### config.mk
export PLATFORM = sky130hd
export DESIGN_NAME = tff_counter
export DESIGN_NICKNAME = d
export VERILOG_FILES = /design/src/rtl/tff_counter_pkg.sv /design/src/rtl/tff_cell.sv /design/src/rtl/tff_counter.sv
export SDC_FILE = /design/constraint.sdc
export NUM_CORES = 1
export LEC_CHECK = 0
export CAP_MARGIN = 0
export CORE_UTILIZATION = 50
export CTS_CLUSTER_DIAMETER = 100
export DETAILED_ROUTE_END_ITERATION = 12
export PLACE_DENSITY_LB_ADDON = 0.25
export SYNTH_ARGS = -nofsm -noshare
export SYNTH_HDL_FRONTEND = slang
export SYNTH_HIERARCHICAL = 1
export SYNTH_SLANG_ARGS = --single-unit
export TNS_END_PERCENT = 50
### constraint.sdc
create_clock -name clk -period 2.7 [get_ports clk]
set_clock_uncertainty 0.05 [all_clocks]
set_input_delay 0.675 -clock clk [delete_from_list [all_inputs] [get_ports clk]]
set_output_delay 0.675 -clock clk [all_outputs]
set_load 0.01 [all_outputs]
### src/rtl/tff_counter_pkg.sv
`default_nettype none
// ============================================================================
// Module   : tff_counter_pkg
// Brief    : Mode constants and the clamp helper used by the counter and timers
// Revision : 1.0 - initial release
// ============================================================================
package tff_counter_pkg;

    localparam int MODE_WRAP = 0;
    localparam int MODE_SAT  = 1;

    function automatic logic [31:0] clamp(input logic [31:0] val, input logic [31:0] max);
        return (val > max) ? max : val;
    endfunction

endpackage
`default_nettype wire

### src/rtl/tff_cell.sv
`default_nettype none
// ============================================================================
// Module   : tff_cell
// Brief    : Single T flip-flop with asynchronous active-high reset
// Revision : 1.0 - initial release
// ============================================================================
module tff_cell #(
    parameter logic RST_BIT = 1'b0
) (
    input  logic clk,
    input  logic rst,
    input  logic t,
    output logic q
);

    logic r_q;

    always_ff @(posedge clk or posedge rst) begin
        if (rst) begin
            r_q <= RST_BIT;
        end else if (t) begin
            r_q <= ~r_q;
        end
    end

    assign q = r_q;

endmodule
`default_nettype wire

### src/rtl/tff_counter.sv
`default_nettype none
// ============================================================================
// Module   : tff_counter
// Brief    : Up/down counter with load, clear, modulus and wrap/saturate mode,
//            realised as a bank of toggle cells
// Revision : 1.0 - initial release
// ============================================================================
module tff_counter
    import tff_counter_pkg::*;
#(
    parameter int WIDTH    = 8,
    parameter int MAX_VAL  = 2**WIDTH - 1,
    parameter int RST_VAL  = 0,
    parameter int SATURATE = MODE_WRAP
) (
    input  logic             clk,
    input  logic             rst,
    input  logic             en,
    input  logic             up_dn,
    input  logic             load,
    input  logic [WIDTH-1:0] load_val,
    input  logic             clr,
    output logic [WIDTH-1:0] q,
    output logic             tc,
    output logic             wrap
);

    localparam logic [WIDTH-1:0] c_max = WIDTH'(MAX_VAL);
    localparam logic [WIDTH-1:0] c_rst = WIDTH'(RST_VAL);
    localparam logic             c_sat = (SATURATE == MODE_SAT);

    logic [WIDTH-1:0] w_q_n;
    logic [WIDTH-1:0] w_t;
    logic [WIDTH-1:0] w_load_clamped;
    logic             w_at_max;
    logic             w_at_min;
    logic             w_wrap_n;
    logic             r_wrap;

    assign w_at_max       = (q == c_max);
    assign w_at_min       = (q == '0);
    assign w_load_clamped = WIDTH'(clamp(32'(load_val), 32'(MAX_VAL)));

    always_comb begin
        w_q_n    = q;
        w_wrap_n = 1'b0;
        if (clr) begin
            w_q_n = '0;
        end else if (load) begin
            w_q_n = w_load_clamped;
        end else if (en) begin
            if (up_dn) begin
                if (!w_at_max) begin
                    w_q_n = q + 1'b1;
                end else if (!c_sat) begin
                    w_q_n    = '0;
                    w_wrap_n = 1'b1;
                end
            end else begin
                if (!w_at_min) begin
                    w_q_n = q - 1'b1;
                end else if (!c_sat) begin
                    w_q_n    = c_max;
                    w_wrap_n = 1'b1;
                end
            end
        end
    end

    // Each cell flips exactly the bits that differ between now and next.
    assign w_t = q ^ w_q_n;

    for (genvar i = 0; i < WIDTH; i++) begin : g_cell
        tff_cell #(
            .RST_BIT (c_rst[i])
        ) u_cell (
            .clk (clk),
            .rst (rst),
            .t   (w_t[i]),
            .q   (q[i])
        );
    end

    always_ff @(posedge clk or posedge rst) begin
        if (rst) begin
            r_wrap <= 1'b0;
        end else begin
            r_wrap <= w_wrap_n;
        end
    end

    assign wrap = r_wrap;
    assign tc   = en & ((up_dn & w_at_max) | (~up_dn & w_at_min));

endmodule
`default_nettype wire

==> impl_metrics.tcl, run 1 <==
set metrics [dict create \
    status "completed" \
    drtIter0Drc 32 \
    drc_errors 0 \
    path_max_fanout 2 \
    routedWlPerCell_um 13.60 \
    vias_per_cell 5.800 \
    ys.flop_type "dfrtp_1" \
    avgSynthCellArea_um2 7.043 \
    fp.dieH_um 48.12 \
    slowest_delay_ns 0.49 \
    design_power_total_w 0.001336 \
    nets 201 \
    hold_path.class "flip-flop to flip-flop" \
    powerDensity_nw_per_um2 926.7 \
    start_kind "input pin" \
    slew_headroom_pct 70.45 \
    wl_mm 2.857 \
    synth-async-reset-ratio_pct 100.0 \
    endpoint_kind "output pin" \
    setup_viol 0 \
    final_core_utilization_pct 72.73 \
    gp_congestion 0.9873 \
    die_w_um 48.12 \
    synth_top_area_share_pct 21.18 \
    rsz0062_at_grt "no" \
    dpl-instance-area_um2 1398 \
    synth_seq_cells 9 \
    core_um2 1982 \
    stdcell_area_um2 1441 \
    grt_pass1_vias 1025 \
    cpMaxStageDelayCell "clkdlybuf4s50_1" \
    synth-edff-count 0 \
    numCtsBuffers 3 \
    max-cap-violations 0 \
    synthToLayoutAreaGrowth_pct 35.53 \
    ant_nets 0 \
    final_layout_size_suffix_gt1_share_pct 14.21 \
    synth_cells 151 \
    place_ws_ns -0.2316 \
    period_needed_ns 2.651 \
    cts_sinks 9 \
    place_inst 205 \
    drtPass1Iterations 5 \
    cts_tree "done" \
    yosysTopAreaCell "dfrtp_1" \
    io_pins 24 \
    diodes 0 \
    grt_first_pass_wirelength_mm 4.388 \
    start_util_pct 53.66 \
    clk_latency_ns 0.27 \
    setup_ws_ns 0.04872 \
    grt.total_usage_pct 27.83 \
    overflow 0 \
    clkSlewWorstSetupHoldPaths_ns 0.08 \
    postCtsHoldBufs 0 \
    worst_pin_slew_ns 0.4392 \
    cts_buffer_depth 2 \
    dpl.hpwl_mm 2.153 \
    leakage_nw 0.6507 \
    antenna_found_initial 0 \
    yosys-top-cells-area "dfrtp_1 21%, xor2_1 8.2%, a21oi_1 7.1%, inv_1 6.7%, nand2_1 4.6%" \
    ir_worst_vdd_uv 595.9 \
    critical_path_arrival_ns 1.93 \
    finalCritPeriodShare_pct 98.20 \
    drv_slew 0 \
    ys_warn_count 6 \
    ys_seq_area_share_pct 21.18 \
    netlist_area_um2 1064 \
    crit_chain "clkdlybuf4s50_1, buf_6, inv_1, and3_1, o21a_1, dlygate4sd2_1" \
    criticalPathCategory "input pin to output pin" \
    fmax_mhz 377.2 \
    h-tree-depth 1 \
    final_common_cell "clkdlybuf4s50_1" \
    final_cell_mix "22 x clkdlybuf4s50_1, 19 x inv_1, 16 x buf_4, 15 x a21oi_1, 13 x nand2_1" \
    num_vias 1218 \
    io_buffers 23 \
    final_cells 210 \
    crit_required_ns 1.98 \
    grt_max_degree 18 \
    die-area_um2 2316 \
    rows 16 \
    clockRootBuffer "clkbuf_4" \
    synth_cell_types 43 \
    synth_nets 168 \
    finalHoldViolCount 0 \
]
routing by layer:
layer / vias to the layer above / track usage (%) / wire (um)
met2: 44 / 46.22 / 1402
li1: 593 / - / -
met4: 0 / 15.56 / 62
met5: - / 0 / 0
met3: 7 / 4.074 / 114
met1: 574 / 34.38 / 1278
registers in the layout, summed over array words and instances, names as in the netlist:
register	cells
g_cell.u_cell/q	8
wrap	1
power breakdown:
group          internal (W)  switching [W]  total (W)
Clock             0.0000572      0.0000568   0.000114
Sequential         0.000206       0.000112   0.000318
Combinational      0.000447       0.000457   0.000904
metrics by stage:
stage / hold slack [ns] / TNS (ns)
final: 0.5839 / 0
after detailed placement: 0.5599 / -0.2316
after floorplan: 0.3537 / 0
after global routing: 0.6166 / 0
after CTS: 0.5791 / 0
after global placement: 0.5399 / -0.2039
cell families after synthesis:
kind of cell    share of synthesized area [%]
simple gates                            27.77
mux                                     2.941
flops                                   21.18
compound gates                          22.47
xor+xnor                                10.71
fa+ha+maj                               3.530
buf+inv                                 11.41
Yosys cell counts (3+ instances only):
library cell  count
o21ai_0           8
a21oi_1          15
xnor2_1           3
buf_2             4
nor2_1            6
or3_1             5
dfrtp_1           9
nor2b_1           4
inv_1            19
nand2_1          13
nand3_1           6
xor2_1           10
clkbuf_1          8
ha_1              3
nor3_1            7
worst paths after layout:
path                                    start                 end  slack [ns]  cells past startpoint
max                                     up_dn                  tc        0.05                      6
min                        g_cell[7].u_cell/q  g_cell[7].u_cell/q        0.58                      1
max reg2reg                g_cell[1].u_cell/q  g_cell[5].u_cell/q        0.43                      9
min reg2reg                g_cell[7].u_cell/q  g_cell[7].u_cell/q        0.58                      1
max in group asynchronous                 rst  g_cell[1].u_cell/q        1.71                      2
min in group asynchronous                 rst  g_cell[6].u_cell/q        0.75                      2
critical path: cells and delay by family:
kind | cells | cell delay [ns]
simple gates | 1 | 0.16
compound gates | 1 | 0.17
buf+inv | 4 | 0.91
cell type report:
cell class,instances,area (um2)
Clock buffer,4,26.28
Multi-Input combinational cell,111,721.9
Tap cell,27,33.78
Inverter,19,71.32
Sequential cell,9,227.7
Timing Repair Buffer,40,360.3
Fill cell,166,540.5
repair_timing:
| item | CTS | global route |
|---|---|---|
| setup buffers | 1 | 0 |
| endpoints found under the setup margin | 1 | 1 |
| gates resized for setup | 3 | 2 |
No activity file was read; power rests on OpenSTA's default activity.
==> inputs of run 2 (changes only) <==
--- a/config.mk
+++ b/config.mk
@@ -5,11 +5,11 @@
 export SDC_FILE = /design/constraint.sdc
 export NUM_CORES = 1
 export LEC_CHECK = 0
-export CAP_MARGIN = 0
 export CORE_UTILIZATION = 50
 export CTS_CLUSTER_DIAMETER = 100
 export DETAILED_ROUTE_END_ITERATION = 12
 export PLACE_DENSITY_LB_ADDON = 0.25
+export REMOVE_ABC_BUFFERS = 1
 export SYNTH_ARGS = -nofsm -noshare
 export SYNTH_HDL_FRONTEND = slang
 export SYNTH_HIERARCHICAL = 1
==> run 2 against run 1 <==
Flip-flop and latch count did not move. Setup slack improved by 0.045 ns. Largest power group unchanged. Die area did not move. Register-to-register slack got worse by 0.07 ns. Non-clock buffer count fell by 1. Critical path type is now flip-flop to output pin.
==> impl_metrics.tcl, run 2 (synthesis gave the netlist of run 1 again) <==
set metrics [dict create \
    setup_tns_ns 0 \
    r2r_start "g_cell[0].u_cell/q" \
    r2r_cells 9 \
    antenna_found_initial 0 \
    grt_max_degree 20 \
    hold_path_depth 1 \
    num_vias 1217 \
    powerDensity_nw_per_um2 944.8 \
    endpoint_kind "output pin" \
    setup_viol 0 \
    grt_first_pass_wirelength_mm 4.409 \
    rsz0062_at_grt "no" \
    start_util_pct 53.66 \
    period_needed_ns 2.607 \
    clkSlewWorstSetupHoldPaths_ns 0.07 \
    wl_mm 3.014 \
    final_layout_size_suffix_gt1_share_pct 13.74 \
    core_um2 1982 \
    criticalPathCategory "flip-flop to output pin" \
    min_from "g_cell[1].u_cell/q" \
    h-tree-depth 1 \
    nets 200 \
    leakage_nw 0.6652 \
    fp.dieH_um 48.12 \
    drv_slew 0 \
    drc_errors 0 \
    path_max_fanout 6 \
    overflow 0 \
    rows 16 \
    final_cell_mix "21 x clkdlybuf4s50_1, 18 x inv_1, 15 x a21oi_1, 15 x buf_4, 13 x nand2_1" \
    ir_worst_vdd_uv 542.3 \
    critical_path_arrival_ns 1.88 \
    gp_congestion 0.9167 \
    numCtsBuffers 3 \
    grt_pass1_vias 985 \
    reg2reg_slack_ns 0.36 \
    die_w_um 48.12 \
    fmax_mhz 383.6 \
    cts_tree "done" \
    drtIter0Drc 53 \
    max-cap-violations 0 \
    dpl.hpwl_mm 2.124 \
    largest_register_ffs 8 \
    finalHoldViolCount 0 \
    postCtsHoldBufs 0 \
    hold_path.class "flip-flop to flip-flop" \
    slew_headroom_pct 75.13 \
    synthToLayoutAreaGrowth_pct 35.53 \
    grt.total_usage_pct 27.81 \
    clockRootBuffer "clkbuf_4" \
    ant_nets 0 \
    io_pins 24 \
    worst_pin_slew_ns 0.3718 \
    startpoint "g_cell[1].u_cell/q" \
    status "completed" \
    crit_required_ns 1.98 \
    drtPass1Iterations 4 \
    finalCritPeriodShare_pct 96.55 \
    dpl-instance-area_um2 1390 \
    cts_buffer_depth 2 \
    vias_per_cell 5.823 \
    start_kind "flip-flop" \
    final_common_cell "clkdlybuf4s50_1" \
    min_to "g_cell[1].u_cell/q" \
    stdcell_area_um2 1441 \
    cts_sinks 9 \
    routedWlPerCell_um 14.42 \
    io_buffers 23 \
    r2r-end "g_cell[5].u_cell/q" \
    die-area_um2 2316 \
    diodes 0 \
    clk_latency_ns 0.28 \
]
## run 2: worst max path at each step
stage	end
2_1_floorplan	g_cell[5].u_cell/q
3_3_place_gp	tc
3_5_place_dp	tc
4_1_cts	tc
5_1_grt	tc
6_report	tc
## run 2: where the power goes
group          leakage [nW]  switching (W)  internal [W]  total, W
sequential            0.106       0.000115      0.000204  0.000320
clock                0.0150      0.0000608     0.0000573  0.000118
combinational         0.544       0.000467      0.000457  0.000924
total                 0.665       0.000643      0.000718   0.00136
## run 2: metrics by stage
stage          hold WS [ns]  worst slack [ns]  instances  util, %  total power, W
2_1_floorplan        0.3537            0.5026        139        -       0.0008281
3_3_place_gp         0.5040           -0.3056        204    70.14        0.001175
3_5_place_dp         0.5276           -0.3399        204    70.14        0.001208
4_1_cts              0.5405           0.05379        209    72.29        0.001338
5_1_grt              0.5540           0.01681        209    72.73        0.001470
6_report             0.5340           0.09328        209    72.73        0.001362
## run 2: cell type report
class / count / area [um2]
Multi-Input combinational cell: 111 / 728.2
Tap cell: 27 / 33.78
Fill cell: 157 / 540.5
Sequential cell: 9 / 226.5
Clock buffer: 4 / 26.28
Timing Repair Buffer: 39 / 355.3
Inverter: 19 / 71.32
## run 2: timing repair
item / in CTS / in global routing
gates resized for setup: 4 / 3
endpoints found under the setup margin: 1 / 1
setup buffers: 1 / 0
pin swaps: 1 / 0
## run 2: critical path, stage by stage (launching register included)
cell	delay (ns)
dfrtp_1	0.45
inv_1	0.12
ha_1	0.20
nor3b_2	0.17
and3_1	0.21
o21a_1	0.17
dlygate4sd2_1	0.28
## run 2: layer usage
layer	vias up	routed length [um]	global-route usage (%)
met2	57	1447	44.32
met1	567	1296	36.97
met5	-	0	0
met3	6	213	4.815
met4	0	57	11.67
li1	587	-	-
==> inputs of run 3 (changes only) <==
--- a/config.mk
+++ b/config.mk
@@ -8,6 +8,7 @@
 export CORE_UTILIZATION = 50
 export CTS_CLUSTER_DIAMETER = 100
 export DETAILED_ROUTE_END_ITERATION = 12
+export HOLD_SLACK_MARGIN = 0.08
 export PLACE_DENSITY_LB_ADDON = 0.25
 export REMOVE_ABC_BUFFERS = 1
 export SYNTH_ARGS = -nofsm -noshare
==> results of run 3 <==
Final layout, timing and power as in run 2 (identical DEF).
